<file path="src/rtl/alu_seq_pkg.sv">
// rtl/alu_seq_pkg.sv - opcodes, state encoding and op-class decode for alu_op_sequencer
package alu_seq_pkg;

  localparam int OP_W = 5;

  typedef logic [OP_W-1:0] opcode_t;

  localparam opcode_t OP_ADD  = 5'b00011;
  localparam opcode_t OP_SUB  = 5'b00100;
  localparam opcode_t OP_SHR  = 5'b00101;
  localparam opcode_t OP_SHRA = 5'b00110;
  localparam opcode_t OP_SHL  = 5'b00111;
  localparam opcode_t OP_ROR  = 5'b01000;
  localparam opcode_t OP_ROL  = 5'b01001;
  localparam opcode_t OP_AND  = 5'b01010;
  localparam opcode_t OP_OR   = 5'b01011;
  localparam opcode_t OP_MUL  = 5'b01111;
  localparam opcode_t OP_DIV  = 5'b10000;
  localparam opcode_t OP_NEG  = 5'b10001;
  localparam opcode_t OP_NOT  = 5'b10010;

  typedef enum logic [3:0] {
    ST_IDLE,
    ST_T0,
    ST_T1,
    ST_T2,
    ST_T3,
    ST_T4,
    ST_T5,
    ST_T6,
    ST_DONE
  } state_e;

  typedef enum logic [1:0] {
    CLS_BIN,
    CLS_MULDIV,
    CLS_UNARY,
    CLS_ILLEGAL
  } op_class_e;

  function automatic op_class_e op_class(input opcode_t op);
    op_class_e cls;
    case (op)
      OP_ADD, OP_SUB, OP_SHR, OP_SHRA, OP_SHL,
      OP_ROR, OP_ROL, OP_AND, OP_OR:           cls = CLS_BIN;
      OP_MUL, OP_DIV:                          cls = CLS_MULDIV;
      OP_NEG, OP_NOT:                          cls = CLS_UNARY;
      default:                                 cls = CLS_ILLEGAL;
    endcase
    return cls;
  endfunction

endpackage

</file>
<file path="src/rtl/reg_onehot_dec.sv">
// rtl/reg_onehot_dec.sv - register index to one-hot select, all-zero for indices past NUM_REGS
module reg_onehot_dec #(
  parameter int NUM_REGS  = 16,
  parameter int REG_IDX_W = 4
) (
  input  logic [REG_IDX_W-1:0] idx,
  output logic [NUM_REGS-1:0]  onehot
);

  always_comb begin
    onehot = '0;
    if (32'(idx) < NUM_REGS) begin
      onehot[idx] = 1'b1;
    end
  end

endmodule

</file>
<file path="src/rtl/alu_op_sequencer.sv">
// rtl/alu_op_sequencer.sv - T-state control sequencer for one register-register ALU instruction
module alu_op_sequencer
  import alu_seq_pkg::*;
#(
  parameter int DATA_W    = 32,
  parameter int NUM_REGS  = 16,
  parameter int REG_IDX_W = 4,
  parameter int ALU_OP_W  = 5
) (
  input  logic                Clock,
  input  logic                Clear,
  input  logic                start,
  input  logic                mem_ready,
  input  logic [DATA_W-1:0]   ir,
  output logic                busy,
  output logic                done,
  output logic                illegal,
  output logic                PCout,
  output logic                PCin,
  output logic                IncPC,
  output logic                MARin,
  output logic                Read,
  output logic                MDRin,
  output logic                MDRout,
  output logic                IRin,
  output logic                Yin,
  output logic                ZLowIn,
  output logic                ZHighIn,
  output logic                Zlowout,
  output logic                ZHighout,
  output logic                HIin,
  output logic                LOin,
  output logic [NUM_REGS-1:0] Rin,
  output logic [NUM_REGS-1:0] Rout,
  output logic [ALU_OP_W-1:0] alu_op
);

  localparam int RA_MSB = DATA_W - OP_W - 1;
  localparam int RB_MSB = RA_MSB - REG_IDX_W;
  localparam int RC_MSB = RB_MSB - REG_IDX_W;

  state_e                state, state_next;
  opcode_t               op;
  op_class_e             cls;
  logic [REG_IDX_W-1:0]  ra, rb, rc;
  logic [NUM_REGS-1:0]   sel_ra, sel_rb, sel_rc;

  // ir is stable from T3 onward since only T2 loads it
  assign op  = ir[DATA_W-1 -: OP_W];
  assign ra  = ir[RA_MSB -: REG_IDX_W];
  assign rb  = ir[RB_MSB -: REG_IDX_W];
  assign rc  = ir[RC_MSB -: REG_IDX_W];
  assign cls = op_class(op);

  generate
    if (RC_MSB >= REG_IDX_W) begin : g_ir_tail
      logic unused_ir_tail;
      assign unused_ir_tail = ^ir[RC_MSB-REG_IDX_W:0];
    end
  endgenerate

  reg_onehot_dec #(.NUM_REGS(NUM_REGS), .REG_IDX_W(REG_IDX_W)) u_dec_ra (
    .idx    (ra),
    .onehot (sel_ra)
  );

  reg_onehot_dec #(.NUM_REGS(NUM_REGS), .REG_IDX_W(REG_IDX_W)) u_dec_rb (
    .idx    (rb),
    .onehot (sel_rb)
  );

  reg_onehot_dec #(.NUM_REGS(NUM_REGS), .REG_IDX_W(REG_IDX_W)) u_dec_rc (
    .idx    (rc),
    .onehot (sel_rc)
  );

  always_ff @(posedge Clock) begin
    if (Clear) begin
      state <= ST_IDLE;
    end else begin
      state <= state_next;
    end
  end

  always_comb begin
    state_next = state;
    case (state)
      ST_IDLE: if (start) state_next = ST_T0;
      ST_T0:   state_next = ST_T1;
      ST_T1:   if (mem_ready) state_next = ST_T2;
      ST_T2:   state_next = ST_T3;
      ST_T3:   state_next = (cls == CLS_ILLEGAL) ? ST_IDLE : ST_T4;
      ST_T4:   state_next = ST_T5;
      ST_T5:   state_next = (cls == CLS_MULDIV) ? ST_T6 : ST_DONE;
      ST_T6:   state_next = ST_DONE;
      ST_DONE: state_next = start ? ST_T0 : ST_IDLE;
      default: state_next = ST_IDLE;
    endcase
  end

  always_comb begin
    busy     = (state != ST_IDLE);
    done     = 1'b0;
    illegal  = 1'b0;
    PCout    = 1'b0;
    PCin     = 1'b0;
    IncPC    = 1'b0;
    MARin    = 1'b0;
    Read     = 1'b0;
    MDRin    = 1'b0;
    MDRout   = 1'b0;
    IRin     = 1'b0;
    Yin      = 1'b0;
    ZLowIn   = 1'b0;
    ZHighIn  = 1'b0;
    Zlowout  = 1'b0;
    ZHighout = 1'b0;
    HIin     = 1'b0;
    LOin     = 1'b0;
    Rin      = '0;
    Rout     = '0;
    alu_op   = '0;
    case (state)
      ST_T0: begin
        PCout  = 1'b1;
        MARin  = 1'b1;
        IncPC  = 1'b1;
        ZLowIn = 1'b1;
      end
      ST_T1: begin
        Zlowout = 1'b1;
        PCin    = 1'b1;
        Read    = 1'b1;
        MDRin   = mem_ready;
      end
      ST_T2: begin
        MDRout = 1'b1;
        IRin   = 1'b1;
      end
      ST_T3: begin
        if (cls == CLS_BIN || cls == CLS_MULDIV) begin
          Rout = sel_rb;
          Yin  = 1'b1;
        end else if (cls == CLS_ILLEGAL) begin
          illegal = 1'b1;
        end
      end
      ST_T4: begin
        alu_op  = ALU_OP_W'(op);
        ZLowIn  = 1'b1;
        ZHighIn = (cls == CLS_MULDIV);
        Rout    = (cls == CLS_UNARY) ? sel_rb : sel_rc;
      end
      ST_T5: begin
        Zlowout = 1'b1;
        if (cls == CLS_MULDIV) begin
          LOin = 1'b1;
        end else begin
          Rin = sel_ra;
        end
      end
      ST_T6: begin
        ZHighout = 1'b1;
        HIin     = 1'b1;
      end
      ST_DONE: done = 1'b1;
      default: ;
    endcase
  end

endmodule

</file>
<file path="config.mk">
export PLATFORM = sky130hd
export DESIGN_NAME = alu_op_sequencer
export DESIGN_NICKNAME = d
export VERILOG_FILES = /design/src/rtl/alu_seq_pkg.sv /design/src/rtl/reg_onehot_dec.sv /design/src/rtl/alu_op_sequencer.sv
export SDC_FILE = /design/constraint.sdc
export NUM_CORES = 1
export LEC_CHECK = 0
export CELL_PAD_IN_SITES_DETAIL_PLACEMENT = 1
export CELL_PAD_IN_SITES_GLOBAL_PLACEMENT = 1
export CORE_MARGIN = 3
export CORE_UTILIZATION = 16
export DETAILED_ROUTE_END_ITERATION = 8
export GPL_ROUTABILITY_DRIVEN = 0
export PLACE_DENSITY_LB_ADDON = 0.08
export SKIP_LAST_GASP = 1
export SYNTH_ARGS = -nofsm -noshare
export SYNTH_HDL_FRONTEND = slang
export SYNTH_SLANG_ARGS = --single-unit
</file>
<file path="constraint.sdc">
create_clock -name Clock -period 1.9 [get_ports Clock]
set_input_delay 0.285 -clock Clock [delete_from_list [all_inputs] [get_ports Clock]]
set_output_delay 0.285 -clock Clock [all_outputs]
set_load 0.01 [all_outputs]
</file>
==> impl_metrics.prom, run 1 <==
# TYPE chip_impl_metric gauge
chip_impl_info{name="status",value="finished, violations left"} 1
chip_impl_info{name="violations_in_the_final_reports",value="negative setup slack"} 1
chip_impl_metric{name="detail-route-antenna-nets",unit=""} 0
chip_impl_metric{name="report.final.hold_viol_count",unit=""} 0
chip_impl_metric{name="antenna_found_initial",unit=""} 0
chip_impl_metric{name="largest_register_ffs",unit=""} 4
chip_impl_info{name="tritoncts",value="done"} 1
chip_impl_metric{name="post_route_cells_drive_above_1_share",unit=""} 0.582
chip_impl_metric{name="port-buffer-count",unit=""} 75
chip_impl_metric{name="multiInputGateArea",unit="µm²"} 1030
chip_impl_metric{name="cp_data_arrival_time",unit="ns"} 1.86
chip_impl_metric{name="cp_data_required_time",unit="ns"} 1.62
chip_impl_metric{name="cts_inserted_buffers",unit=""} 3
chip_impl_metric{name="synth_cell_type_count",unit=""} 44
chip_impl_metric{name="cts.sink_count",unit=""} 4
chip_impl_metric{name="totalPowerFinal",unit="W"} 0.000685
chip_impl_metric{name="final.min_clock_period",unit="ns"} 2.15
chip_impl_metric{name="synthArstFlopShare",unit=""} 0
chip_impl_metric{name="clkLatencyLatePin",unit="ns"} 0.22
chip_impl_metric{name="cp_max_fo",unit=""} 4
chip_impl_info{name="synth_ff_type",value="dfxtp_1"} 1
chip_impl_metric{name="detailedRoute.firstIterationViolations",unit=""} 24
chip_impl_info{name="type_of_the_most_critical_hold_path",value="register to register"} 1
chip_impl_metric{name="dpl_cell_area",unit="µm²"} 1930
chip_impl_metric{name="design_area",unit="µm²"} 2290
chip_impl_metric{name="vdd_ir_drop_max",unit="mV"} 0.164
chip_impl_metric{name="place.detailed.hpwl",unit="mm"} 3.70
chip_impl_info{name="clock-root-buffer",value="clkbuf_8"} 1
chip_impl_metric{name="transition_at_the_pin_with_the_smallest_max_transition_slack",unit="ns"} 0.325
chip_impl_metric{name="largest_net_degree_at_the_start_of_global_routing",unit=""} 11
chip_impl_metric{name="yosysSeqAreaShare",unit=""} 0.0896
chip_impl_metric{name="grt_first_pass_wirelength",unit="mm"} 7.71
chip_impl_metric{name="ys_ff_latch",unit=""} 4
chip_impl_metric{name="syn_avg_cell_area",unit="µm²"} 6.43
chip_impl_metric{name="report.final.slew_viol_count",unit=""} 0
chip_impl_metric{name="post-route-period-util",unit=""} 1.13
chip_impl_metric{name="gr-usage-all-layers",unit=""} 0.143
chip_impl_metric{name="slew_headroom",unit=""} 0.782
chip_impl_metric{name="synth_area_in_adders",unit=""} 0.0280
chip_impl_metric{name="first_global_vias",unit=""} 1600
chip_impl_metric{name="die_y_extent",unit="µm"} 80.7
chip_impl_metric{name="powerDensity",unit="nW/µm²"} 299
chip_impl_info{name="setup.worst_path.start_class",value="input port"} 1
chip_impl_metric{name="mappedNetlistNets",unit=""} 177
chip_impl_metric{name="die-width",unit="µm"} 80.7
chip_impl_info{name="synth_top_family_by_area",value="simple AND/OR/NAND/NOR gates"} 1
chip_impl_metric{name="wirelength",unit="mm"} 4.96
chip_impl_metric{name="design.final.nets",unit=""} 301
chip_impl_metric{name="ios",unit=""} 91
chip_impl_metric{name="initial_core_util",unit=""} 0.171
chip_impl_metric{name="number_of_enable_type_register_cells_in_the_synthesized_netlist",unit=""} 0
chip_impl_info{name="grt_setup_unrepaired",value="yes"} 1
chip_impl_metric{name="synth-compound-area-share",unit=""} 0.277
chip_impl_metric{name="core",unit="µm²"} 5240
chip_impl_metric{name="post_synthesis_cells",unit=""} 139
chip_impl_metric{name="fmax",unit="MHz"} 466
chip_impl_info{name="endpoint_kind",value="output port"} 1
chip_impl_metric{name="antennaDiodeCount",unit=""} 0
chip_impl_metric{name="post_synth_mux_area_share",unit=""} 0
chip_impl_metric{name="clock_skew",unit="ns"} 0.00230
chip_impl_metric{name="cts.htree.levels",unit=""} 1
chip_impl_metric{name="avg_wl_per_cell",unit="µm"} 15.0
chip_impl_metric{name="post_synth_xor_area_fraction",unit=""} 0
chip_impl_metric{name="drc_errors",unit=""} 0
chip_impl_metric{name="ys_warn_count",unit=""} 0
chip_impl_metric{name="nFillCells",unit=""} 644
chip_impl_metric{name="setup_ws",unit="ns"} -0.248
chip_impl_metric{name="clkSlewWorstSetupHoldPaths",unit="ns"} 0.03
chip_impl_metric{name="detail_route.first_pass.iterations",unit=""} 4
chip_impl_metric{name="vias",unit=""} 1524
chip_impl_metric{name="post_drt_via_cell_ratio",unit=""} 4.60
chip_impl_info{name="worstSetupPathType",value="input port to output port"} 1
chip_impl_metric{name="seq_cell_area",unit="µm²"} 82.6
chip_impl_metric{name="setup_viol",unit=""} 32
chip_impl_metric{name="syn_area",unit="µm²"} 893
chip_impl_metric{name="total_grt_overflow",unit=""} 0
chip_impl_info{name="largest_register",value="state"} 1
chip_impl_metric{name="simple_logic_cell_fraction_of_the_synthesized_area",unit=""} 0.522
chip_impl_metric{name="area_delta_synth_final",unit="%"} 157
chip_impl_metric{name="cts_buffer_depth",unit=""} 2
chip_impl_metric{name="dieArea",unit="µm²"} 6520
chip_impl_info{name="top_regs",value="state x4"} 1
chip_impl_metric{name="leakage",unit="nW"} 1.11
chip_impl_metric{name="core.rowCount",unit=""} 26
chip_impl_metric{name="maxCapViolations",unit=""} 0
-- path summary, 6_finish.rpt --
check,from,endpoint,slack (ns),cells after the start
worst max-delay path,ir[27],Rin[0],-0.25,9
worst min-delay path,state[3],state[1],0.62,2
worst max register to register,state[0],state[0],0.44,5
worst min register to register,state[3],state[1],0.62,2
-- area by class of cell --
cell class / count / share of cell area
Tap cell: 70 / 0.0382
Sequential cell: 4 / 0.0360
Clock buffer: 3 / 0.0180
Multi-Input combinational cell: 121 / 0.451
Timing Repair Buffer: 128 / 0.444
Inverter: 5 / 0.0125
-- timing repair --
action                     4_1_cts  5_1_grt
pin swaps                       35       15
gates resized for setup        217       34
buffers inserted                21        4
hold buffers                     0        0
setup endpoints to repair       55       41
-- metrics by stage --
stage / setup TNS (ns) / utilization / std cells / setup slack (ns) / hold WS [ns]
CTS: -5.76 / 0.412 / 328 / -0.262 / 0.614
finish: -4.93 / 0.438 / 331 / -0.248 / 0.615
floorplan: -0.00423 / - / 139 / -0.00423 / 0.358
global placement: -33.27 / 0.369 / 305 / -1.05 / 0.574
global route: -7.35 / 0.438 / 331 / -0.304 / 0.649
detailed placement: -35.71 / 0.369 / 305 / -1.13 / 0.580
-- report_power, final --
group          internal [W]  leakage, nW  switching [W]  total, W
combinational      0.000214         1.05       0.000184  0.000398
clock              0.000135       0.0216      0.0000477  0.000183
sequential        0.0000942       0.0335      0.0000101  0.000104
-- cells in the mapped netlist, types with 2 or more instances --
library cell  number  share of area
nor2_1            27           0.11
or2_2              2          0.014
inv_1              5          0.021
and2_1             5          0.035
a21boi_0           2          0.017
buf_2              2          0.011
nor2b_1            5          0.035
buf_4              5          0.042
nand3b_1           5          0.042
nand2_1            8          0.034
ha_1               2          0.028
o22ai_1           13          0.091
o32ai_1            3          0.029
clkbuf_1           2         0.0084
nand2b_1           6          0.042
dfxtp_1            4          0.090
o21ai_1            3          0.017
o21bai_1           2          0.017
a21oi_1            2          0.011
nor3_1            10          0.056
nand3_1            3          0.017
-- worst max-delay path, cell delays in order --
cell and delay [ns]:
buf_8 0.08, inv_6 0.03, ha_4 0.27, nor2b_4 0.04
a32oi_2 0.20, and3_4 0.24, or3b_4 0.43, nor3_4 0.13
buf_2 0.15
-- cell families (layout without fill, tap and decap cells) --
family          after synthesis  in the layout
compound gates               35             35
fa+ha+maj                     2              2
buf+inv                      14            136
flops                         4              4
simple gates                 84             84
-- cell usage in the layout, fill, tap and decap left out, drive strengths merged, types with 4 or more instances in the layout --
cell type      netlist  layout
buf                  7      92
nor2                27      27
clkdlybuf4s50        0      17
dlygate4sd2          0      13
o22ai               13      13
nor3                11      11
nand2                8       8
nand2b               8       8
nor2b                6       6
nand3b               5       5
dlymetal6s2s         0       5
and2                 5       5
inv                  5       5
o21ai                4       4
dfxtp                4       4
-- per-layer routing --
metal,global-route usage,wire length [µm],up-vias
met5,0,0,-
met4,0.0253,35,0
met3,0.0168,256,4
met2,0.283,2700,46
met1,0.163,1970,725
li1,-,-,749
Note: power is estimated with default switching activity, not from simulation.
==> run 2, diff against run 1 <==
--- a/config.mk
+++ b/config.mk
@@ -7,11 +7,13 @@
 export LEC_CHECK = 0
 export CELL_PAD_IN_SITES_DETAIL_PLACEMENT = 1
 export CELL_PAD_IN_SITES_GLOBAL_PLACEMENT = 1
+export CORE_ASPECT_RATIO = 1.5
 export CORE_MARGIN = 3
 export CORE_UTILIZATION = 16
 export DETAILED_ROUTE_END_ITERATION = 8
 export GPL_ROUTABILITY_DRIVEN = 0
 export PLACE_DENSITY_LB_ADDON = 0.08
+export SETUP_SLACK_MARGIN = 0.1
 export SKIP_LAST_GASP = 1
 export SYNTH_ARGS = -nofsm -noshare
 export SYNTH_HDL_FRONTEND = slang
==> impl_metrics.prom, run 2 (synthesis gave the netlist of run 1 again) <==
# TYPE chip_impl_metric gauge
chip_impl_metric{name="min_path_cells",unit=""} 2
chip_impl_info{name="largest_register",value="state"} 1
chip_impl_metric{name="final.min_clock_period",unit="ns"} 2.13
chip_impl_metric{name="cp_data_arrival_time",unit="ns"} 1.85
chip_impl_info{name="grt_setup_unrepaired",value="yes"} 1
chip_impl_metric{name="gr-usage-all-layers",unit=""} 0.157
chip_impl_metric{name="first_global_vias",unit=""} 1682
chip_impl_metric{name="cp_data_required_time",unit="ns"} 1.62
chip_impl_metric{name="largest_register_ffs",unit=""} 4
chip_impl_metric{name="setup_ws",unit="ns"} -0.233
chip_impl_metric{name="antenna_found_initial",unit=""} 0
chip_impl_metric{name="cts_inserted_buffers",unit=""} 3
chip_impl_metric{name="powerDensity",unit="nW/µm²"} 290
chip_impl_metric{name="detail-route-antenna-nets",unit=""} 0
chip_impl_metric{name="wirelength",unit="mm"} 5.14
chip_impl_info{name="type_of_the_most_critical_hold_path",value="register to register"} 1
chip_impl_info{name="worst_path_max_delay_cell",value="or3_4"} 1
chip_impl_metric{name="slew_headroom",unit=""} 0.768
chip_impl_info{name="rr_startpoint",value="state[0]"} 1
chip_impl_metric{name="dieArea",unit="µm²"} 6530
chip_impl_metric{name="max_stage_delay",unit="ns"} 0.35
chip_impl_info{name="endpoint_kind",value="output port"} 1
chip_impl_metric{name="post_drt_via_cell_ratio",unit=""} 4.58
chip_impl_metric{name="ios",unit=""} 91
chip_impl_metric{name="vias",unit=""} 1517
chip_impl_info{name="setup.worst_path.start_class",value="register"} 1
chip_impl_metric{name="antennaDiodeCount",unit=""} 0
chip_impl_metric{name="place.detailed.hpwl",unit="mm"} 3.96
chip_impl_metric{name="post-route-period-util",unit=""} 1.12
chip_impl_info{name="hold_ep",value="state[1]"} 1
chip_impl_metric{name="leakage",unit="nW"} 1.06
chip_impl_info{name="mostFrequentLayoutCell",value="buf_4"} 1
chip_impl_metric{name="vdd_ir_drop_max",unit="mV"} 0.523
chip_impl_metric{name="design.final.nets",unit=""} 303
chip_impl_metric{name="clock_skew",unit="ns"} 0.00980
chip_impl_metric{name="cts.sink_count",unit=""} 4
chip_impl_info{name="worst_path_cell_chain",value="nand2b_4, or3_4, a21oi_4, o211ai_1, buf_4, buf_6, o22ai_2, buf_2"} 1
chip_impl_metric{name="core.rowCount",unit=""} 32
chip_impl_metric{name="timing.reg2reg.setup_slack",unit="ns"} 0.41
chip_impl_info{name="status",value="finished, violations left"} 1
chip_impl_info{name="critical_path.reg2reg.endpoint",value="state[0]"} 1
chip_impl_metric{name="clkLatencyLatePin",unit="ns"} 0.23
chip_impl_metric{name="initial_core_util",unit=""} 0.169
chip_impl_metric{name="finalSetupTns",unit="ns"} -3.46
chip_impl_metric{name="post-route-util",unit=""} 0.446
chip_impl_metric{name="maxCapViolations",unit=""} 0
chip_impl_metric{name="cts.htree.levels",unit=""} 1
chip_impl_metric{name="core",unit="µm²"} 5290
chip_impl_metric{name="drc_errors",unit=""} 0
chip_impl_info{name="holdCritStartpoint",value="state[3]"} 1
chip_impl_metric{name="fmax",unit="MHz"} 469
chip_impl_metric{name="cts_buffer_depth",unit=""} 2
chip_impl_info{name="tritoncts",value="done"} 1
chip_impl_metric{name="post_route_cells_drive_above_1_share",unit=""} 0.643
chip_impl_metric{name="setup_viol",unit=""} 32
chip_impl_metric{name="die-width",unit="µm"} 67.0
chip_impl_metric{name="clkSlewWorstSetupHoldPaths",unit="ns"} 0.04
chip_impl_info{name="final_cell_mix",value="43 x buf_4, 30 x buf_2, 20 x buf_6"} 1
chip_impl_metric{name="report.final.hold_viol_count",unit=""} 0
chip_impl_metric{name="report.final.slew_viol_count",unit=""} 0
chip_impl_metric{name="avg_wl_per_cell",unit="µm"} 15.5
chip_impl_info{name="clock-root-buffer",value="clkbuf_8"} 1
chip_impl_metric{name="largest_net_degree_at_the_start_of_global_routing",unit=""} 11
chip_impl_info{name="top_regs",value="state x4"} 1
chip_impl_info{name="worstSetupPathType",value="register to output port"} 1
chip_impl_metric{name="detailedRoute.firstIterationViolations",unit=""} 14
chip_impl_metric{name="detail_route.first_pass.iterations",unit=""} 4
chip_impl_metric{name="total_grt_overflow",unit=""} 0
chip_impl_metric{name="dpl_cell_area",unit="µm²"} 1980
chip_impl_info{name="violations_in_the_final_reports",value="negative setup slack"} 1
chip_impl_metric{name="design_area",unit="µm²"} 2360
chip_impl_metric{name="port-buffer-count",unit=""} 75
chip_impl_metric{name="hold-worst-slack",unit="ns"} 0.595
chip_impl_metric{name="die_y_extent",unit="µm"} 97.5
chip_impl_metric{name="cp_max_fo",unit=""} 4
chip_impl_metric{name="reg2reg_depth",unit=""} 5
chip_impl_metric{name="grt_first_pass_wirelength",unit="mm"} 8.17
chip_impl_metric{name="transition_at_the_pin_with_the_smallest_max_transition_slack",unit="ns"} 0.349
chip_impl_metric{name="area_delta_synth_final",unit="%"} 164
[run 2: changes by cell type in the layout (fill, tap and decap cells not counted), moves of 4 or more]
| cell | delta |
|---|---|
| buf_2 | -4 |
| buf_6 | +9 |
| clkbuf_2 | +7 |
| dlymetal6s2s_1 | -5 |
| nor2_1 | -4 |
| nor2_4 | +5 |
| o22ai_1 | +5 |
| o22ai_2 | -5 |
[run 2: repair_timing]
action / CTS / global route
setup buffers: 22 / 4
resized for setup: 251 / 37
endpoints found under the hold margin: 0 / 0
hold buffers: 0 / 0
endpoints found under the setup margin: 59 / 42
pin swaps: 22 / 8
[run 2: worst max path at each step]
stage                   from       end  slack, ns
global placement      ir[28]    Rin[0]      -1.14
floorplan             ir[28]    Rin[0]       0.01
CTS                 state[3]  Rout[11]      -0.26
detailed placement    ir[28]    Rin[0]      -1.18
finish              state[3]  Rout[11]      -0.23
global route        state[3]  Rout[11]      -0.34
[run 2: area by class of cell]
class | count | area, µm²
flip-flops and latches | 4 | 83.8
multi-input cells | 121 | 1070
inverters | 5 | 36.3
fillers | 655 | 2930
repair buffers | 130 | 1030
clock buffers | 3 | 41.3
well taps | 68 | 85.1
[run 2: report_power, final]
group / leakage [nW] / switching, W / internal (W) / total [W]
registers: 0.0340 / 0.0000138 / 0.0000943 / 0.000108
logic: 1.00 / 0.000188 / 0.000200 / 0.000388
clock network: 0.0216 / 0.0000527 / 0.000136 / 0.000188
total: 1.06 / 0.000254 / 0.000430 / 0.000684
[run 2: metal layers]
layer,GRT usage,vias to the layer above,share of wire
met5,0,-,0
met4,0.0406,0,0.0082
met2,0.329,46,0.61
li1,-,752,-
met3,0.0336,6,0.061
met1,0.136,713,0.32
[run 2: metrics by stage]
stage / worst slack, ns / power [W] / cells
finish: -0.233 / 0.000684 / 331
global route: -0.337 / 0.000735 / 331
CTS: -0.262 / 0.000671 / 327
detailed placement: -1.18 / 0.000475 / 303
global placement: -1.14 / 0.000467 / 303
floorplan: 0.0133 / 0.000269 / 139
[run 2: critical path: cells and delay by family, from the launching register on]
family / cells / cell delay (ns)
AOI/OAI and AO/OA: 3 / 0.40
DFF: 1 / 0.30
and+or+nand+nor: 2 / 0.49
buffers and inverters: 3 / 0.43
==> run 3, diff against run 2 <==
--- a/config.mk
+++ b/config.mk
@@ -9,7 +9,7 @@
 export CELL_PAD_IN_SITES_GLOBAL_PLACEMENT = 1
 export CORE_ASPECT_RATIO = 1.5
 export CORE_MARGIN = 3
-export CORE_UTILIZATION = 16
+export CORE_UTILIZATION = 19
 export DETAILED_ROUTE_END_ITERATION = 8
 export GPL_ROUTABILITY_DRIVEN = 0
 export PLACE_DENSITY_LB_ADDON = 0.08
==> constraint.sdc (replaced) <==
create_clock -name Clock -period 2.64 [get_ports Clock]
set_input_delay 0.396 -clock Clock [delete_from_list [all_inputs] [get_ports Clock]]
set_output_delay 0.396 -clock Clock [all_outputs]
set_load 0.01 [all_outputs]
==> impl_metrics.prom, run 3 (synthesis gave the netlist of run 1 again) <==
# TYPE chip_impl_metric gauge
chip_impl_metric{name="avg_wl_per_cell",unit="µm"} 15.3
chip_impl_info{name="worstSetupPathType",value="register to output port"} 1
chip_impl_metric{name="nFillCells",unit=""} 576
chip_impl_metric{name="antenna_found_initial",unit=""} 0
chip_impl_info{name="clock-root-buffer",value="clkbuf_8"} 1
chip_impl_metric{name="die-width",unit="µm"} 62.0
chip_impl_metric{name="clkSlewWorstSetupHoldPaths",unit="ns"} 0.03
chip_impl_metric{name="detail_route.first_pass.iterations",unit=""} 4
chip_impl_metric{name="fmax",unit="MHz"} 410
chip_impl_info{name="hold_ep",value="state[1]"} 1
chip_impl_metric{name="vias",unit=""} 1417
chip_impl_metric{name="port-buffer-count",unit=""} 75
chip_impl_metric{name="multiInputGateArea",unit="µm²"} 806
chip_impl_info{name="top_regs",value="state x4"} 1
chip_impl_metric{name="area_delta_synth_final",unit="%"} 105
chip_impl_metric{name="vdd_ir_drop_max",unit="mV"} 0.247
chip_impl_metric{name="max_stage_delay",unit="ns"} 0.30
chip_impl_metric{name="cts.htree.levels",unit=""} 1
chip_impl_metric{name="post-route-period-util",unit=""} 0.925
chip_impl_metric{name="cts_buffer_depth",unit=""} 2
chip_impl_metric{name="cp_data_arrival_time",unit="ns"} 2.05
chip_impl_metric{name="power.clock.fraction",unit=""} 0.284
chip_impl_metric{name="grt_first_pass_wirelength",unit="mm"} 7.35
chip_impl_metric{name="report.final.slew_viol_count",unit=""} 0
chip_impl_metric{name="final.min_clock_period",unit="ns"} 2.44
chip_impl_info{name="worst_path_cell_chain",value="nand2b_2, buf_4, or2_1, buf_4, nor4_1, a31oi_1, o22ai_1, dlygate4sd2_1"} 1
chip_impl_metric{name="placed_cells_incl_taps",unit=""} 286
chip_impl_info{name="grt_setup_unrepaired",value="no"} 1
chip_impl_metric{name="totalPowerFinal",unit="W"} 0.000442
chip_impl_info{name="tritoncts",value="done"} 1
chip_impl_metric{name="power.switching",unit="W"} 0.000148
chip_impl_metric{name="cts_inserted_buffers",unit=""} 3
chip_impl_metric{name="cp_data_required_time",unit="ns"} 2.24
chip_impl_metric{name="wirelength",unit="mm"} 4.47
chip_impl_metric{name="clock_skew",unit="ns"} 0.00144
chip_impl_info{name="setup.worst_path.start_class",value="register"} 1
chip_impl_metric{name="design.final.nets",unit=""} 271
chip_impl_metric{name="switching_share",unit=""} 0.336
chip_impl_metric{name="drc_errors",unit=""} 0
chip_impl_info{name="rr_startpoint",value="state[0]"} 1
chip_impl_metric{name="transition_at_the_pin_with_the_smallest_max_transition_slack",unit="ns"} 0.350
chip_impl_metric{name="dpl_cell_area",unit="µm²"} 1810
chip_impl_info{name="holdCritStartpoint",value="state[0]"} 1
chip_impl_metric{name="maxCapViolations",unit=""} 0
chip_impl_info{name="endpoint_kind",value="output port"} 1
chip_impl_metric{name="largest_register_ffs",unit=""} 4
chip_impl_metric{name="detail-route-antenna-nets",unit=""} 0
chip_impl_metric{name="core.rowCount",unit=""} 29
chip_impl_metric{name="clkLatencyLatePin",unit="ns"} 0.21
chip_impl_info{name="critical_path.reg2reg.endpoint",value="state[0]"} 1
chip_impl_metric{name="reg2reg_depth",unit=""} 5
chip_impl_metric{name="first_global_vias",unit=""} 1560
chip_impl_metric{name="gr-usage-all-layers",unit=""} 0.164
chip_impl_metric{name="die_y_extent",unit="µm"} 90.0
chip_impl_metric{name="core",unit="µm²"} 4390
chip_impl_info{name="final_cell_mix",value="35 x clkdlybuf4s50_1, 26 x nor2_1, 23 x buf_4"} 1
chip_impl_metric{name="report.final.hold_viol_count",unit=""} 0
chip_impl_metric{name="initial_core_util",unit=""} 0.203
chip_impl_metric{name="final-instance-count-excl-fill",unit=""} 293
chip_impl_metric{name="post_route_cells_drive_above_1_share",unit=""} 0.303
chip_impl_metric{name="place.detailed.hpwl",unit="mm"} 3.74
chip_impl_info{name="largest_register",value="state"} 1
chip_impl_metric{name="seq_cell_area",unit="µm²"} 80.1
chip_impl_info{name="status",value="finished clean"} 1
chip_impl_metric{name="p_seq_frac",unit=""} 0.174
chip_impl_metric{name="largest_net_degree_at_the_start_of_global_routing",unit=""} 11
chip_impl_metric{name="setup_ws",unit="ns"} 0.198
chip_impl_metric{name="worst_setup_slack_before_clock_tree_synthesis",unit="ns"} -0.559
chip_impl_metric{name="total_grt_overflow",unit=""} 0
chip_impl_metric{name="leakage",unit="nW"} 0.794
chip_impl_metric{name="timing.reg2reg.setup_slack",unit="ns"} 1.10
chip_impl_metric{name="slew_headroom",unit=""} 0.765
chip_impl_info{name="type_of_the_most_critical_hold_path",value="register to register"} 1
chip_impl_metric{name="design_area",unit="µm²"} 1830
chip_impl_metric{name="ios",unit=""} 91
chip_impl_metric{name="detailedRoute.firstIterationViolations",unit=""} 65
chip_impl_metric{name="powerDensity",unit="nW/µm²"} 241
chip_impl_info{name="mostFrequentLayoutCell",value="clkdlybuf4s50_1"} 1
chip_impl_metric{name="intPower",unit="W"} 0.000293
chip_impl_metric{name="antennaDiodeCount",unit=""} 0
chip_impl_info{name="worst_path_max_delay_cell",value="dfxtp_1"} 1
chip_impl_info{name="timing.critical_path.mode_cell",value="buf_4"} 1
chip_impl_metric{name="setup_viol",unit=""} 0
chip_impl_metric{name="cts.hold.buffers_added",unit=""} 0
chip_impl_metric{name="post_drt_via_cell_ratio",unit=""} 4.84
chip_impl_metric{name="power.combinational.fraction",unit=""} 0.542
chip_impl_metric{name="dieArea",unit="µm²"} 5580
chip_impl_metric{name="cts.sink_count",unit=""} 4
chip_impl_metric{name="min_path_cells",unit=""} 2
chip_impl_metric{name="hold-worst-slack",unit="ns"} 0.586
chip_impl_metric{name="cp_max_fo",unit=""} 6
## run 3: area by class of cell
| cell class | count | area share |
|---|---|---|
| clock buffers | 3 | 0.0226 |
| inverters | 5 | 0.0103 |
| multi-input cells | 121 | 0.440 |
| flip-flops and latches | 4 | 0.0438 |
| well taps | 62 | 0.0424 |
| repair buffers | 98 | 0.440 |
## run 3: timing repair
item	in CTS	in global routing
hold endpoints to repair	0	0
cloned	0	0
pin swaps	16	8
gates resized for setup	101	22
endpoints found under the setup margin	36	27
setup buffers	4	0
## run 3: stage by stage
step	TNS [ns]	utilization
CTS	0	0.423
finish	0	0.417
floorplan	0	-
global placement	-13.21	0.412
global route	0	0.417
detailed placement	-15.55	0.412
## run 3: critical path: cells and delay by family, from the launching register on
family / cells / cell delay, ns
and+or+nand+nor: 3 / 0.70
buffers and inverters: 3 / 0.62
DFF: 1 / 0.30
AOI/OAI and AO/OA: 2 / 0.20
## run 3: worst max-delay path by stage
stage	endpoint	from	cells past startpoint
CTS	Rout[3]	ir[27]	10
finish	Rout[12]	state[3]	8
floorplan	Rin[0]	ir[27]	7
detailed placement	Rin[0]	ir[27]	9
global placement	Rin[0]	ir[27]	9
global route	Rin[3]	ir[27]	9
## run 3: power by group through the flow
stage / Combinational (W) / Clock [W] / Sequential [W]
after floorplan: 0.000117 / 0 / 0.0000708
after global placement: 0.000228 / 0 / 0.0000776
after detailed placement: 0.000234 / 0 / 0.0000777
after CTS: 0.000239 / 0.000130 / 0.0000771
after global routing: 0.000259 / 0.000134 / 0.0000790
final: 0.000239 / 0.000125 / 0.0000771
## run 3: routing by layer
metal  wire length (µm)  global-route usage  vias up  part of all wire
li1                   -                   -      688                 -
met1               1520               0.165      664              0.34
met2               2570               0.315       54              0.57
met3                293              0.0315       11             0.065
met4                 91              0.0425        0             0.020
met5                  0                   0        -                 0
==> patch 1 (settings of run 1) <==
Re-encode `state_e` (9 states) as Gray code, 4 bits wide.
--- a/src/rtl/alu_seq_pkg.sv
+++ b/src/rtl/alu_seq_pkg.sv
@@ -20,15 +20,15 @@
   localparam opcode_t OP_NOT  = 5'b10010;
 
   typedef enum logic [3:0] {
-    ST_IDLE,
-    ST_T0,
-    ST_T1,
-    ST_T2,
-    ST_T3,
-    ST_T4,
-    ST_T5,
-    ST_T6,
-    ST_DONE
+    ST_IDLE = 4'b0000,
+    ST_T0   = 4'b0001,
+    ST_T1   = 4'b0011,
+    ST_T2   = 4'b0010,
+    ST_T3   = 4'b0110,
+    ST_T4   = 4'b0111,
+    ST_T5   = 4'b0101,
+    ST_T6   = 4'b0100,
+    ST_DONE = 4'b1100
   } state_e;
 
   typedef enum logic [1:0] {
Check against the original RTL: same outputs for any inputs over 10 cycles, from zero or initial values; not proved beyond that.
==> patch 1 against run 1 <==
  * The run still ends with setup timing left
  * Clock skew down 0.0020 ns
  * Power grew 150%
  * Non-clock buffer count rose by 34
  * First-iteration DRC count is 54% higher
  * Synthesized area rose by 54%
  * Wire length is 41% higher
  * Sequential cell count unchanged
  * Setup slack better by 0.12 ns
  * Count of clock-buffer cells in the layout did not move
  * Cell area increased by 45%
  * Register-to-register slack improved by 0.14 ns
  * Critical path type unchanged
  * Critical endpoint unchanged
  * Largest cell class unchanged
==> patch 1: results (changes against run 1) <==
CP Max Fanout 7 (was 4); Filler cells 963 (was 644); final net count 389 (was 301); synthesized area per cell 6.81 um^2 (was 6.43 um^2); setup total negative slack -1.93 ns (was -4.93 ns); setup slack at placement -1.15 ns (was -1.13 ns); ratio of cells with drive above 1 in the final layout 0.630 (was 0.582); total sequential power 0.174 mW (was 0.104 mW); fraction of the mapped netlist area in adder cells 0.0182 (was 0.0280); placed insts 430 (was 305); result of the run finished with violations (unchanged); setup slack of the worst register-to-register path 0.58 ns (was 0.44 ns); Unique masters post-synth 52 (was 44); vias in the first global route 2,084 (was 1,600); power per cell area 512 nW/um^2 (was 299 nW/um^2); critical register-to-register path startpoint state[1] (was state[0]); worst-case headroom to the max-slew limit 0.761 (was 0.782); Reg2Reg Depth 7 (was 5); final worst setup slack -0.127 ns (was -0.248 ns); maximum number of pins on one net before global-route repair 14 (was 11); post-synth net total 240 (was 177); DRC violation total after the first TritonRoute iteration 37 (was 24); leakage power figure 1.50 nW (was 1.11 nW); number of endpoints failing setup at the final stage 25 (was 32); launching instance or port of the critical path ir[29] (was ir[27]); worst slack on hold paths 0.629 ns (was 0.615 ns); most frequent cells after synthesis sky130_fd_sc_hd__nor2_1 (23), sky130_fd_sc_hd__nor3_1 (18), sky130_fd_sc_hd__nand2b_1 (13) (was sky130_fd_sc_hd__nor2_1 (27), sky130_fd_sc_hd__o22ai_1 (13), sky130_fd_sc_hd__nor3_1 (10)); XOR/XNOR share of the synthesized area 0.00636 (was 0); share of synthesized area occupied by flip-flops and latches 0.0582 (was 0.0896); via count normalized by instance count 4.63 (was 4.60); proportion of synthesized area in mux cells 0.0145 (was 0); Max VDD drop 0.215 mV (was 0.164 mV); net switching power 0.740 mW (was 0.242 mW); violations in the final reports setup timing (unchanged); cell area after placement 2620 um^2 (was 1930 um^2); arrival time of the worst setup path 1.74 ns (was 1.86 ns)
patch 1: cell count changes after synthesis, sizes merged, moves of 4 or more:
cell and change:
nand2 +5, a22oi +4, a2111oi +6, o31ai +4, inv +5, nor4 +8
a211oi +4, a21oi +8, nand2b +5, nor3 +7, nand3b -4, or2b +5
o22ai -11, clkbuf +6
patch 1: timing repair:
item	in CTS	in global routing
endpoints found under the setup margin	56	46
pin swaps	21	25
resized for setup	278	76
gates cloned	1	1
buffers inserted	11	11
patch 1: routing by layer:
metal | wire length, um | vias to the layer above | global-route usage
met5 | 0 | - | 0
met2 | 3670 | 41 | 0.229
met1 | 3120 | 1009 | 0.176
li1 | - | 1048 | -
met3 | 165 | 4 | 0.0106
met4 | 31 | 0 | 0.0189
patch 1: final cells by class:
class	count	area [um^2]	area share
clock buffers	3	41.3	0.0124
inverters	10	47.5	0.0143
multi-input cells	170	1630	0.488
flip-flops and latches	4	90.1	0.0270
well taps	105	131	0.0394
repair buffers	162	1400	0.419
==> patch 2 (config.mk and constraints of run 1) <==
Without the edit above. Change the parameter `ALU_OP_W` from 5 to 7.
--- a/src/rtl/alu_op_sequencer.sv
+++ b/src/rtl/alu_op_sequencer.sv
@@ -5,7 +5,7 @@
   parameter int DATA_W    = 32,
   parameter int NUM_REGS  = 16,
   parameter int REG_IDX_W = 4,
-  parameter int ALU_OP_W  = 5
+  parameter int ALU_OP_W  = 7
 ) (
   input  logic                Clock,
   input  logic                Clear,
Interface: changed (resized alu_op); port bits go from 91 to 93. The function was not compared with the original's and may differ.
==> patch 2 against run 1 <==
  * The flow still finishes with violations (setup timing)
  * Synthesized area up 2.1%
  * Maximum frequency about the same
  * Combinational power grew 1%
  * Setup slack improved by 0.00071 ns
  * Cell area shrank 1.5%
  * Synthesized cell count rose by 2.2%
  * Clock skew is essentially flat
  * Sequential cell count unchanged
  * Worst hold slack lost 0.013 ns
  * Wire length decreased by 4.5%
  * Power grew 0.65%
  * Critical endpoint unchanged
  * Highest routed layer unchanged
==> patch 2: results (changes against run 1) <==
post-CTS clock slew at the launch and capture registers of the worst setup and hold paths 0.03 ns (about the same); CP Max Fanout 3 (was 4); cell types with the largest area share after synthesis sky130_fd_sc_hd__nor2_1 (11%), sky130_fd_sc_hd__o22ai_1 (8.9%), sky130_fd_sc_hd__dfxtp_1 (8.8%) (was sky130_fd_sc_hd__nor2_1 (11%), sky130_fd_sc_hd__o22ai_1 (9.1%), sky130_fd_sc_hd__dfxtp_1 (9.0%)); XOR/XNOR share of the synthesized area 0 (unchanged); detailed-routed wire length on met3 206 um (was 256 um); all-layer global routing usage 0.144 (was 0.143); fraction of the mapped netlist area in adder cells 0.0274 (was 0.0280); area used by multi-input combinational logic 1020 um^2 (was 1030 um^2); Filler cells 652 (was 644); wire length of the first global-routing pass 7780 um (was 7710 um); Worst path top cell family by delay simple AND/OR/NAND/NOR gates (unchanged); Reg2Reg Depth 5 (unchanged); worst r2r dst state[2] (was state[0]); library cell used as clock root buffer sky130_fd_sc_hd__clkbuf_8 (unchanged); setup slack of the worst register-to-register path 0.39 ns (was 0.44 ns); wirelength, routed 4740 um (was 4960 um); Seq. cell area 85.1 um^2 (was 82.6 um^2); vias in the first global route 1,646 (was 1,600); post-cts resize count 218 (was 217); number of endpoints failing setup at the final stage 29 (was 32); most frequent cells after synthesis sky130_fd_sc_hd__nor2_1 (27), sky130_fd_sc_hd__o22ai_1 (13), sky130_fd_sc_hd__nor3_1 (10) (unchanged); leakage power figure 1.06 nW (was 1.11 nW); proportion of synthesized area in mux cells 0 (unchanged); clock latency of the later-clocked register in the worst-skew pair 0.22 ns (about the same); number of buffers outside the clock class in the layout 123 (was 128); violations in the final reports setup timing (unchanged); wl on met1 1940 um (was 1970 um); met1 Track Usage GR 0.170 (was 0.163); placed insts 310 (was 305); result of the run finished with violations (unchanged); total iterations of the first detailed-routing run 6 (was 4); count of multi-input combinational gates 123 (was 121); antenna violations before repair 0 (unchanged); Via Count 1,494 (was 1,524); Clock Skew 0.00219 ns (was 0.00230 ns); DRC violation total after the first TritonRoute iteration 48 (was 24); net switching fraction of the power 0.352 (was 0.353); final worst setup slack -0.247 ns (was -0.248 ns); share of synthesized area occupied by flip-flops and latches 0.0878 (was 0.0896); CP max stage delay 0.39 ns (was 0.43 ns); final net count 298 (was 301); ratio of cells with drive above 1 in the final layout 0.570 (was 0.582); GR Util met2 0.274 (was 0.283); Unique masters post-synth 45 (was 44); total length of routed met2 wires 2540 um (was 2700 um); setup total negative slack -3.88 ns (was -4.93 ns); Worst Setup EP Rin[0] (unchanged); area fraction in compound gates after synthesis 0.272 (was 0.277); clock-cell share of area 0.0183 (was 0.0180); Max VDD drop 0.258 mV (was 0.164 mV); number of post-CTS setup repair buffers 13 (was 21); number of sequential cells in the layout 4 (unchanged); routed length per placed instance 14.4 um (was 15.0 um); synthesized instance count 142 (was 139); final-layout non-clock buffer area share 0.440 (was 0.444); highest-delay cell along the critical path sky130_fd_sc_hd__or3b_4 (unchanged); post-DP HPWL 3690 um (was 3700 um); met3 capacity usage during global routing 0.0164 (was 0.0168)
-- patch 2: stage by stage --
stage	power, mW	area [um^2]	setup WS (ns)	hold slack, ns
2_1_floorplan	0.269	947	-0.00423	0.358
3_3_place_gp	0.465	1960	-1.03	0.581
3_5_place_dp	0.474	1960	-1.06	0.591
4_1_cts	0.683	2150	-0.267	0.611
5_1_grt	0.740	2260	-0.326	0.626
6_report	0.689	2260	-0.247	0.602
-- patch 2: worst min-delay path by stage --
stage,slack [ns],cells past startpoint,to,start
floorplan,0.36,1,state[1],Clear
global placement,0.58,2,state[1],state[3]
detailed placement,0.59,2,state[1],state[3]
CTS,0.61,2,state[1],state[3]
global route,0.63,2,state[1],state[3]
finish,0.60,2,state[1],state[3]
-- patch 2: power by group through the flow --
stage          clock network, mW  registers, mW  logic (mW)
3_3_place_gp                   0          0.103       0.363
3_5_place_dp                   0          0.104       0.370
2_1_floorplan                  0         0.0984       0.171
4_1_cts                    0.182          0.105       0.395
5_1_grt                    0.194          0.107       0.439
6_report                   0.181          0.106       0.402
